$ cat config.mk
export PLATFORM = sky130hd
export DESIGN_NAME = count_display
export DESIGN_NICKNAME = d
export VERILOG_FILES = /design/src/rtl/count_display.sv
export SDC_FILE = /design/constraint.sdc
export NUM_CORES = 1
export LEC_CHECK = 0
export CORE_ASPECT_RATIO = 1.2
export CORE_UTILIZATION = 51
export CTS_CLUSTER_DIAMETER = 30
export DETAILED_ROUTE_END_ITERATION = 8
export PLACE_DENSITY = 0.85
export SYNTH_ARGS = -nofsm -noshare
export SYNTH_HDL_FRONTEND = slang
export SYNTH_SLANG_ARGS = --single-unit
$ cat constraint.sdc
create_clock -name clock -period 1.65 [get_ports clock]
set_input_delay 0.495 -clock clock [delete_from_list [all_inputs] [get_ports clock]]
set_output_delay 0.495 -clock clock [all_outputs]
set_load 0.05 [all_outputs]
$ cat src/rtl/count_display.sv
`default_nettype none
// ============================================================================
// Module   : count_display
// Brief    : 6-bit count to BCD (shift-add-3) with 2-digit multiplexed
//            common-anode seven-segment drive and a BCD result strobe.
// Revision : 1.0
// ============================================================================
module count_display #(
    parameter logic [15:0] SCAN_DIV = 16'd50000,
    parameter logic        BLANK_LZ = 1'b1
) (
    input  logic       clock,
    input  logic       rst_n,
    input  logic [5:0] value,
    output logic [7:0] bcd,
    output logic       bcd_valid,
    output logic       busy,
    output logic [6:0] seg,
    output logic [1:0] an
);

    typedef enum logic [1:0] {
        ST_IDLE    = 2'd0,
        ST_CONVERT = 2'd1,
        ST_LOAD    = 2'd2
    } state_t;

    localparam logic [6:0] c_SEG_BLANK = 7'b1111111;
    localparam logic [2:0] c_NUM_BITS  = 3'd6;

    state_t      r_state;
    logic [5:0]  r_snap;
    logic [5:0]  r_shift;
    logic [7:0]  r_acc;
    logic [2:0]  r_cnt;
    logic        r_force;
    logic [15:0] r_presc;
    logic        r_sel;

    logic [7:0]  w_acc_adj;
    logic [3:0]  w_digit;
    logic        w_blank;

    function automatic logic [6:0] decode(input logic [3:0] d);
        logic [6:0] s;
        case (d)
            4'd0:    s = 7'b1000000;
            4'd1:    s = 7'b1111001;
            4'd2:    s = 7'b0100100;
            4'd3:    s = 7'b0110000;
            4'd4:    s = 7'b0011001;
            4'd5:    s = 7'b0010010;
            4'd6:    s = 7'b0000010;
            4'd7:    s = 7'b1111000;
            4'd8:    s = 7'b0000000;
            4'd9:    s = 7'b0010000;
            default: s = c_SEG_BLANK;
        endcase
        return s;
    endfunction

    always_comb begin
        w_acc_adj[3:0] = (r_acc[3:0] >= 4'd5) ? r_acc[3:0] + 4'd3 : r_acc[3:0];
        w_acc_adj[7:4] = (r_acc[7:4] >= 4'd5) ? r_acc[7:4] + 4'd3 : r_acc[7:4];
        w_digit        = r_sel ? bcd[7:4] : bcd[3:0];
        w_blank        = r_sel & BLANK_LZ & (bcd[7:4] == 4'd0);
    end

    // Converter: bcd only ever loads from the accumulator in ST_LOAD, so an
    // aborted conversion can never leak a partial result.
    always_ff @(posedge clock or negedge rst_n) begin
        if (!rst_n) begin
            r_state   <= ST_IDLE;
            r_snap    <= 6'h00;
            r_shift   <= 6'h00;
            r_acc     <= 8'h00;
            r_cnt     <= 3'd0;
            r_force   <= 1'b1;
            bcd       <= 8'h00;
            bcd_valid <= 1'b0;
            busy      <= 1'b0;
        end else begin
            bcd_valid <= 1'b0;
            case (r_state)
                ST_IDLE: begin
                    if (r_force || (value != r_snap)) begin
                        r_snap  <= value;
                        r_shift <= value;
                        r_acc   <= 8'h00;
                        r_cnt   <= c_NUM_BITS;
                        r_force <= 1'b0;
                        busy    <= 1'b1;
                        r_state <= ST_CONVERT;
                    end
                end
                ST_CONVERT: begin
                    {r_acc, r_shift} <= {w_acc_adj, r_shift} << 1;
                    r_cnt            <= r_cnt - 3'd1;
                    if (r_cnt == 3'd1) begin
                        r_state <= ST_LOAD;
                    end
                end
                ST_LOAD: begin
                    bcd       <= r_acc;
                    bcd_valid <= 1'b1;
                    busy      <= 1'b0;
                    r_state   <= ST_IDLE;
                end
                default: begin
                    busy    <= 1'b0;
                    r_state <= ST_IDLE;
                end
            endcase
        end
    end

    // Display scan runs free of the converter; seg/an follow r_sel one cycle late.
    always_ff @(posedge clock or negedge rst_n) begin
        if (!rst_n) begin
            r_presc <= 16'd0;
            r_sel   <= 1'b0;
            seg     <= c_SEG_BLANK;
            an      <= 2'b11;
        end else begin
            if (r_presc == SCAN_DIV - 16'd1) begin
                r_presc <= 16'd0;
                r_sel   <= ~r_sel;
            end else begin
                r_presc <= r_presc + 16'd1;
            end
            an  <= r_sel ? 2'b01 : 2'b10;
            seg <= w_blank ? c_SEG_BLANK : decode(w_digit);
        end
    end

endmodule
`default_nettype wire

======== Word-level counts from Yosys, hierarchy flattened ========
Memories as Yosys holds them, arrays and structs flattened.
Index checks and enable logic that the tools add are counted.
word-level totals
  bits in latches ......................... 0
  input bits .............................. 8
  memories kept ........................... 1
  memory bits (writable) .................. 0
  word-level logic and storage cells ...... 56
  output and inout port bits .............. 19
  register bits after elaboration ......... 62
  ROM bits ................................ 112
cells by class
  bitwise logic cells ..................... 3
  $mul .................................... 0
  mux-type cells .......................... 18
  shift operators ......................... 0
  equality and inequality tests ........... 7
  $lt $le $gt $ge ......................... 2
  $add $sub $neg .......................... 4
  div/mod/pow operators ................... 0
  reductions and logical operators ........ 8
memories
  name              words  width  read ports  clocked after memory_dff  wr ports  RTL line  RTL
  (name not given)  16     7      1           0                         0         46        case (d)
operators with widths
  kind                                                               count
  adder 16 x 1 -> 16 bit, second input constant                      1
  == test 16 bit, second input constant                              1
  2-to-1 mux 16 bit                                                  1
  case mux 8 bit (2 select lines)                                    1
  case mux 6 bit (2 select lines)                                    1
  greater-or-equal comparator 4 x 3 -> 1 bit, second input constant  2
  2-to-1 mux 4 bit                                                   2
  2-to-1 mux 8 bit                                                   1
  AND reduction 2 bit                                                4
  2-to-1 mux 7 bit                                                   1
  2-to-1 mux 2 bit                                                   3
  2-to-1 mux 3 bit                                                   2
  2-to-1 mux 6 bit                                                   1
  != test 6 bit                                                      1
  case mux 3 bit (2 select lines)                                    1
  adder 4 x 2 -> 4 bit, second input constant                        1
  zero test 4 bit                                                    1
  != test 2 bit, second input constant                               2
  case mux 2 bit (2 select lines)                                    1
  adder 3 x 2 -> 3 bit, second input constant                        1
  == test 3 x 1 -> 1 bit, second input constant                      1
  subtractor 3 x 1 -> 3 bit, second input constant                   1
  == test 2 x 1 -> 1 bit, second input constant                      1
  == test 2 bit, second input constant                               1
  other kinds (7)                                                    9

======== Longest topological paths before layout ========
  word-level depth ........................ 4
  depth in mapped cells ................... 7

======== Worst setup path before layout ========
No wires, ideal clock.
  path type ............................... in2reg
  start ................................... in value[3]
  end ..................................... reg r_shift[1]
  setup slack ............................. -0.135 ns
  stages .................................. 5
  buffers on the path ..................... 1
  data arrival time ....................... 1.649 ns
  cell sequence ........................... xor2_1 -> nor3_1 -> clkbuf_1 -> a21oi_1 -> or3b_2
between the ends
  word-level cells in the longest chain between the ends .. 4
RTL lines
  element                        RTL line  RTL
  from (decl)                    14        input logic [5:0] value,
  != test 6 bit                  86        if (r_force || (value != r_snap)) begin
  logical OR 1 bit               86
  != test 2 bit (no line)        --
  AND reduction 2 bit (no line)  --
  to (signal assigned)           88        r_shift <= value;
  to (signal assigned)           97        {r_acc, r_shift} <= {w_acc_adj, r_shift} << 1;
  to (decl)                      33        logic [5:0] r_shift;
No other way between the ends.
A chain may end at the register's enable or synchronous reset.

======== Worst setup path after layout ========
  start ................................... reg r_presc[4]
  end ..................................... reg r_presc[9]
between the ends
  word-level cells in the longest chain between the ends .. 2
  elaborated cells between the ends (all ways) .. 3
  those cells by class .................... add/sub: 1; eq/ne: 1; mux: 1
RTL lines
  element                                                          RTL line  RTL
  from (decl)                                                      37        logic [15:0] r_presc;
  from (signal assigned)                                           129       r_presc <= r_presc + 16'd1;
  adder 16 x 1 -> 16 bit / == test 16 bit (equally long branches)  129, 125
  2-to-1 mux 16 bit (*)                                            125       if (r_presc == SCAN_DIV - 16'd1) begin
Every way passes the cells marked *; elsewhere a longest branch is shown, timed or not.

==> flow_summary_export.csv <==
group,metric,value,unit
sta,tightest_slew,0.339,ns
synth,netlist_instances,276,
layout,fin_cells,412,
setup_path,worstPathCellList,"or4b_4 -> nor4_4 -> buf_4 -> o21bai_1 -> a31oi_1",
route,drc,6,
power_and_ir_drop,leakagePower,1.91,nW
route,via_per_inst,5.82,
floorplanning,rows,29,
setup_path,cpPeakStageDelay,0.55,ns
clock_network,cts_inserted_buffers,9,
route,wl_per_cell,17.0,um
sta,maxSlewViolCount,0,
synth,ys_ff_latch,62,
clock_network,cts_tree,"done",
layout,antenna_cells,0,
setup_path,cp.arrival,1.94,ns
setup_path,worstReg2RegStart,"r_presc[4]",
power_and_ir_drop,p_per_area,1950,nW/um2
place,postPlaceCellArea,3710,um2
clock_network,insertion_delay,0.33,ns
place,dp_cells,388,
run,drv_cap,0,
setup_path,end_kind,"flip-flop",
global_routing,grt_overflow,0,
sta,clock.fmax,579,MHz
sta,maxSlewHeadroom,0.768,
synth,synth_nets,296,
setup_path,cp_max_fo,4,
floorplanning,die_h,85.2,um
sta,hold_viol,0,
synth,synthDistinctLibCells,39,
worst_hold_path,hold_class,"in -> async",
layout,fin_nets,365,
sta,fin_skew,0.00769,ns
route,ant_nets,0,
floorplanning,io_pins,27,
global_routing,grt_max_degree,52,
global_routing,first_global_vias,2443,
global_routing,grt_antenna_before_repair,0,
global_routing,grt_pass1_wl,11500,um
setup_path,start_kind,"flip-flop",
setup_path,crit_path_start,"r_presc[4]",
synth,syn_avg_cell_area,10.7,um2
clock_network,clk_pin_slew,0.07,ns
clock_network,hold_buffers,0,
run_status,status,"finished, violations left",
route,dr.pass1.iters,7,
route,num_vias,2396,
layout,drive_gt1_frac,0.329,
setup_path,worstPathRequired,1.87,ns
floorplanning,core-area,5410,um2
setup_path,path_class,"reg -> reg",
sta,setup_ws,-0.0758,ns
layout,synthToLayoutAreaGrowth,39.1,%
run_status,violations,"design-rule violations, negative setup slack",
synth,yosys_warnings,0,
route,drtIter0Drc,181,
sta,rsz0062_at_grt,"yes",
synth,ys_seq_area_frac,0.532,
power_and_ir_drop,peakVddDrop,1.35,mV
route,wl,6990,um
place,hpwl,4300,um
layout,final_common_cell,"dfrtp_1",
sta,setup_violations,6,
synth,netlist_area,2940,um2
clock_network,cts.sinks,62,
sta,post-route-period-util,1.05,
floorplanning,initial_core_util,0.544,
setup_path,crit_slowest_cell,"or4b_4",
setup_path,reg2reg_slack,-0.08,ns
floorplanning,die_x,71.3,um
clock_network,cts_root_buf,"clkbuf_8",
layout,mostFrequentLayoutCells,"dfrtp_1 (51), buf_4 (37), nand2_1 (27)",
place,portBuffers,26,
clock_network,clockBufferDepth,2,
sta,layout_min_cycle_time,1.73,ns
place,gp_congestion,0.801,
floorplanning,dieArea,6080,um2
clock_network,cts_max_level,3,
layout,design_area,4090,um2
global_routing,grtUsageTotal,0.251,
## registers in the layout, summed over array words and instances (netlist names)
signal / cells
an: 2
bcd: 8
bcd_valid: 1
busy: 1
r_acc: 8
r_cnt: 3
r_force: 1
r_presc: 16
r_sel: 1
r_shift: 6
r_snap: 6
r_state: 2
seg: 7
## worst paths after layout
path                               endpoint  depth (start not counted)
worst min-delay path            r_presc[10]                          1
worst max register to register   r_presc[9]                          5
min in group clock                  r_force                          1
max in group asynchronous            seg[0]                          2
worst min register to register      r_force                          1
worst max-delay path             r_presc[9]                          5
## worst max-delay path: cells and delay by family (launching register included)
kind                   cells  cell delay (ns)
buffers and inverters      1             0.18
and+or+nand+nor            2             0.86
AOI/OAI and AO/OA          2             0.19
DFF                        1             0.38
## synthesized netlist by cell type
cell type | count | area [um2]
a211oi_1 | 1 | 7.51
a21oi_1 | 10 | 50.1
a222oi_1 | 1 | 10.0
a22o_1 | 10 | 87.6
a22oi_1 | 2 | 15.0
a31o_2 | 1 | 8.76
a31oi_1 | 5 | 31.3
a32o_1 | 1 | 10.0
and3_1 | 1 | 6.26
and4_1 | 1 | 8.76
buf_2 | 2 | 10.0
buf_4 | 1 | 7.51
clkbuf_1 | 6 | 22.5
clkinv_1 | 1 | 3.75
dfrtp_1 | 52 | 1300
dfstp_2 | 10 | 263
ha_1 | 12 | 150
inv_1 | 19 | 71.3
mux2_2 | 7 | 78.8
mux2i_1 | 9 | 90.1
nand2_1 | 28 | 105
nand2b_1 | 3 | 18.8
nand3_1 | 8 | 40.0
nand4_1 | 8 | 50.1
nand4bb_1 | 1 | 11.3
nor2_1 | 12 | 45.0
nor2b_1 | 2 | 12.5
nor3_1 | 4 | 20.0
nor4_1 | 5 | 31.3
nor4_2 | 1 | 12.5
o21a_1 | 1 | 7.51
o21ai_0 | 24 | 120
o21bai_1 | 1 | 7.51
or3_1 | 2 | 12.5
or3b_2 | 4 | 35.0
or4b_1 | 1 | 10.0
or4bb_1 | 1 | 11.3
xnor2_1 | 8 | 70.1
xor2_1 | 10 | 87.6
## power breakdown
group	internal (mW)	total [mW]	switching, mW
Sequential	2.07	2.58	0.519
Clock	0.888	1.46	0.571
Combinational	1.87	3.95	2.07
Total	4.83	7.99	3.16
## routing by layer
metal  GRT usage  up-vias  routed length, um
met2       0.442       88               3840
met5           0        -                  0
met1       0.280     1186               2740
li1            -     1112                  -
met3      0.0736       10                302
met4       0.107        0                101
## cell type report
cell class / count / area [um2]
Clock buffer: 12 / 145
Sequential cell: 62 / 1570
Timing Repair Buffer: 67 / 779
Tap cell: 62 / 77.6
Clock inverter: 4 / 70.1
Inverter: 20 / 78.8
Multi-Input combinational cell: 185 / 1380
Fill cell: 318 / 1310
## kinds of logic (layout without fill, tap and decap cells)
kind of cell,count (synthesis),count (layout),share of synthesized area
AOI/OAI and AO/OA,57,57,0.121
DFF,62,62,0.532
muxes,16,16,0.0574
adders and majority gates,12,12,0.0510
and+or+nand+nor,82,82,0.146
xor gates and xnor gates,18,18,0.0536
buffers and inverters,29,103,0.0391
## timing repair
| action | 4_1_cts | 5_1_grt |
|---|---|---|
| setup buffers | 6 | 3 |
| gates cloned | 0 | 0 |
| resized for setup | 14 | 19 |
| endpoints found under the setup margin | 31 | 36 |
| pin swaps | 12 | 8 |
## per-stage QoR
stage / setup TNS [ns] / util / setup WS [ns] / power (mW) / hold WS (ns)
2_1_floorplan: -0.349 / - / -0.0827 / 4.59 / 0.199
3_3_place_gp: -9.54 / 0.685 / -0.493 / 5.97 / 0.400
3_5_place_dp: -9.71 / 0.685 / -0.565 / 6.13 / 0.404
4_1_cts: -0.182 / 0.739 / -0.0540 / 7.78 / 0.0384
5_1_grt: -1.75 / 0.757 / -0.135 / 8.44 / 0.0482
6_report: -0.320 / 0.757 / -0.0758 / 7.99 / 0.0386
No activity file was read; power rests on OpenSTA's default activity.
==> patch (same settings) <==
Register the input `value` before use. The logic sees it one clock later.
--- a/src/rtl/count_display.sv
+++ b/src/rtl/count_display.sv
@@ -27,6 +27,12 @@
 
     localparam logic [6:0] c_SEG_BLANK = 7'b1111111;
     localparam logic [2:0] c_NUM_BITS  = 3'd6;
+
+    logic [5:0] value_q;
+
+    always_ff @(posedge clock) begin
+        value_q <= value;
+    end
 
     state_t      r_state;
     logic [5:0]  r_snap;
@@ -83,9 +89,9 @@
             bcd_valid <= 1'b0;
             case (r_state)
                 ST_IDLE: begin
-                    if (r_force || (value != r_snap)) begin
-                        r_snap  <= value;
-                        r_shift <= value;
+                    if (r_force || (value_q != r_snap)) begin
+                        r_snap  <= value_q;
+                        r_shift <= value_q;
                         r_acc   <= 8'h00;
                         r_cnt   <= c_NUM_BITS;
                         r_force <= 1'b0;
Check against the original RTL: not equivalent (a bounded check fails within 10 cycles, from zero or initial values and one cycle with rst_n low).
==> patch against the unedited design <==
  * Synthesized cell count grew 1.4%
  * Setup slack gained 0.15 ns
  * Non-clock buffer count shrank 29
  * Combinational power shrank 28%
  * Sequential cell count grew 6
  * Area after synthesis grew 6.4%
  * Routed wire length shrank 14%
  * Final cell count shrank 1.9%
  * Power shrank 14%
  * Design area shrank 3.4%
  * Clock skew grew 0.0032 ns
  * Largest cell class unchanged
  * Largest power group unchanged
==> patch: results (changes against the unedited design) <==
- Commonest cells in the netlist: dfrtp_1, nand2_1, o21ai_0, inv_1, ha_1 (was dfrtp_1, nand2_1, o21ai_0, inv_1)
- Worst R2R Setup Slack: 0.08 ns (was -0.08 ns)
- Critical-path top delay cell: dfrtp_1 (was or4b_4)
- DR iter-0 viols: 115 (was 181)
- Final WL: 6030 microns (was 6990 microns)
- Detailed Routing Iterations Pass 1: 6 (was 7)
- Sequential share of power: 37.0% (was 32.3%)
- Vias in the first global route: 2,377 (was 2,443)
- Critical register-to-register path endpoint: r_shift[1] (was r_presc[9])
- Comb group: 0.00285 W (was 0.00395 W)
- Via/cell ratio: 5.55 (was 5.82)
- Slew margin rel.: 74.8% (was 76.8%)
- Post-CTS setup buffer count: 0 (was 6)
- Library cells used by synthesis: 46 (was 39)
- Largest cells by area after synthesis: dfrtp_1, dfstp_2, ha_1 (unchanged)
- Placed cell areas: 3700 sq um (was 3710 sq um)
- Nets: 339 (was 365)
- Grt met1 use: 23.0% (was 28.0%)
- Hold WS: 0.159 ns (was 0.0386 ns)
- CP Data Arrival Time: 1.81 ns (was 1.94 ns)
- Placed insts: 388 (unchanged)
- Synth async-reset ratio: 91.2% (was 100%)
- Final clock skew: 0.0109 ns (was 0.00769 ns)
- Global routing met3 resource utilization: 6.33% (was 7.36%)
- Share of layout cells above drive strength 1: 22.2% (was 32.9%)
- Syn nets: 300 (was 296)
- Mux cell area share after synthesis: 4.72% (was 5.74%)
- Status: complete, no violations (was finished, violations left)
- Post-CTS sizing: 1 (was 14)
- Leak: 1.80 nW (was 1.91 nW)
- Pre-CTS setup slack: 0.0636 ns (was -0.565 ns)
- Metal2 WL: 3230 microns (was 3840 microns)
- Synth Area in Compound Gates: 11.5% (was 12.1%)
- Non-filler cells, final: 404 (was 412)
- GRT Util Overall: 21.6% (was 25.1%)
- First-pass GRT wire length: 10,500 microns (was 11,500 microns)
- HPWL Detailed: 4130 microns (was 4300 microns)
- CP peak stage delay: 0.40 ns (was 0.55 ns)
- Largest net degree at the start of global routing: 63 (was 52)
- Max Fanout on Critical Path: 11 (was 4)
- Internal: 0.00430 W (was 0.00483 W)
- Clk_lat worst skew: 0.35 ns (was 0.33 ns)
- GPL Wtd Cong: 0.832 (was 0.801)
- Global-route met2 utilization: 39.2% (was 44.2%)
- Setup crit end kind: flop (unchanged)
- Met3 WL: 253 microns (was 302 microns)
- Adder-cell share of the synthesized area: 4.80% (was 5.10%)
- Worst reg2reg startpoint: r_snap[2] (was r_presc[4])
- Peak Freq: 636 MHz (was 579 MHz)
- Average size of a mapped cell: 11.2 sq um (was 10.7 sq um)
- Met1 wire length: 2410 microns (was 2740 microns)
- Largest regs: r_presc: 16 flops, bcd: 8 flops, r_acc: 8 flops (unchanged)
- Xor and xnor area share after synthesis: 5.88% (was 5.36%)
- Sequential share of the synthesized area: 53.8% (was 53.2%)
==> patch: changes by cell type in the layout (fill, tap and decap cells not counted), moves of 5 or more <==
| cell | before | now |
|---|---|---|
| a21oi_1 | 5 | 10 |
| buf_4 | 37 | 10 |
| dlygate4sd2_1 | 5 | 0 |
| clkdlybuf4s50_1 | 0 | 6 |
| dfxtp_1 | 0 | 6 |
==> patch: worst reg2reg max path, delay by kind of cell (launching register included) <==
| kind | cells | cell delay (ns) |
|---|---|---|
| AO/OA/AOI/OAI | 1 | 0.07 |
| buffers and inverters | 1 | 0.18 |
| XOR/XNOR | 1 | 0.18 |
| flip-flops | 1 | 0.40 |
| AND/OR/NAND/NOR | 2 | 0.63 |
==> patch: layout make-up <==
cell class              instances  area, sq um
clock inverters                 7         91.3
multi-input cells             182         1330
clock buffers                   9          124
repair buffers                 38          552
flip-flops and latches         68         1690
inverters                      20         75.1
well taps                      80          100
fillers                       419         1830
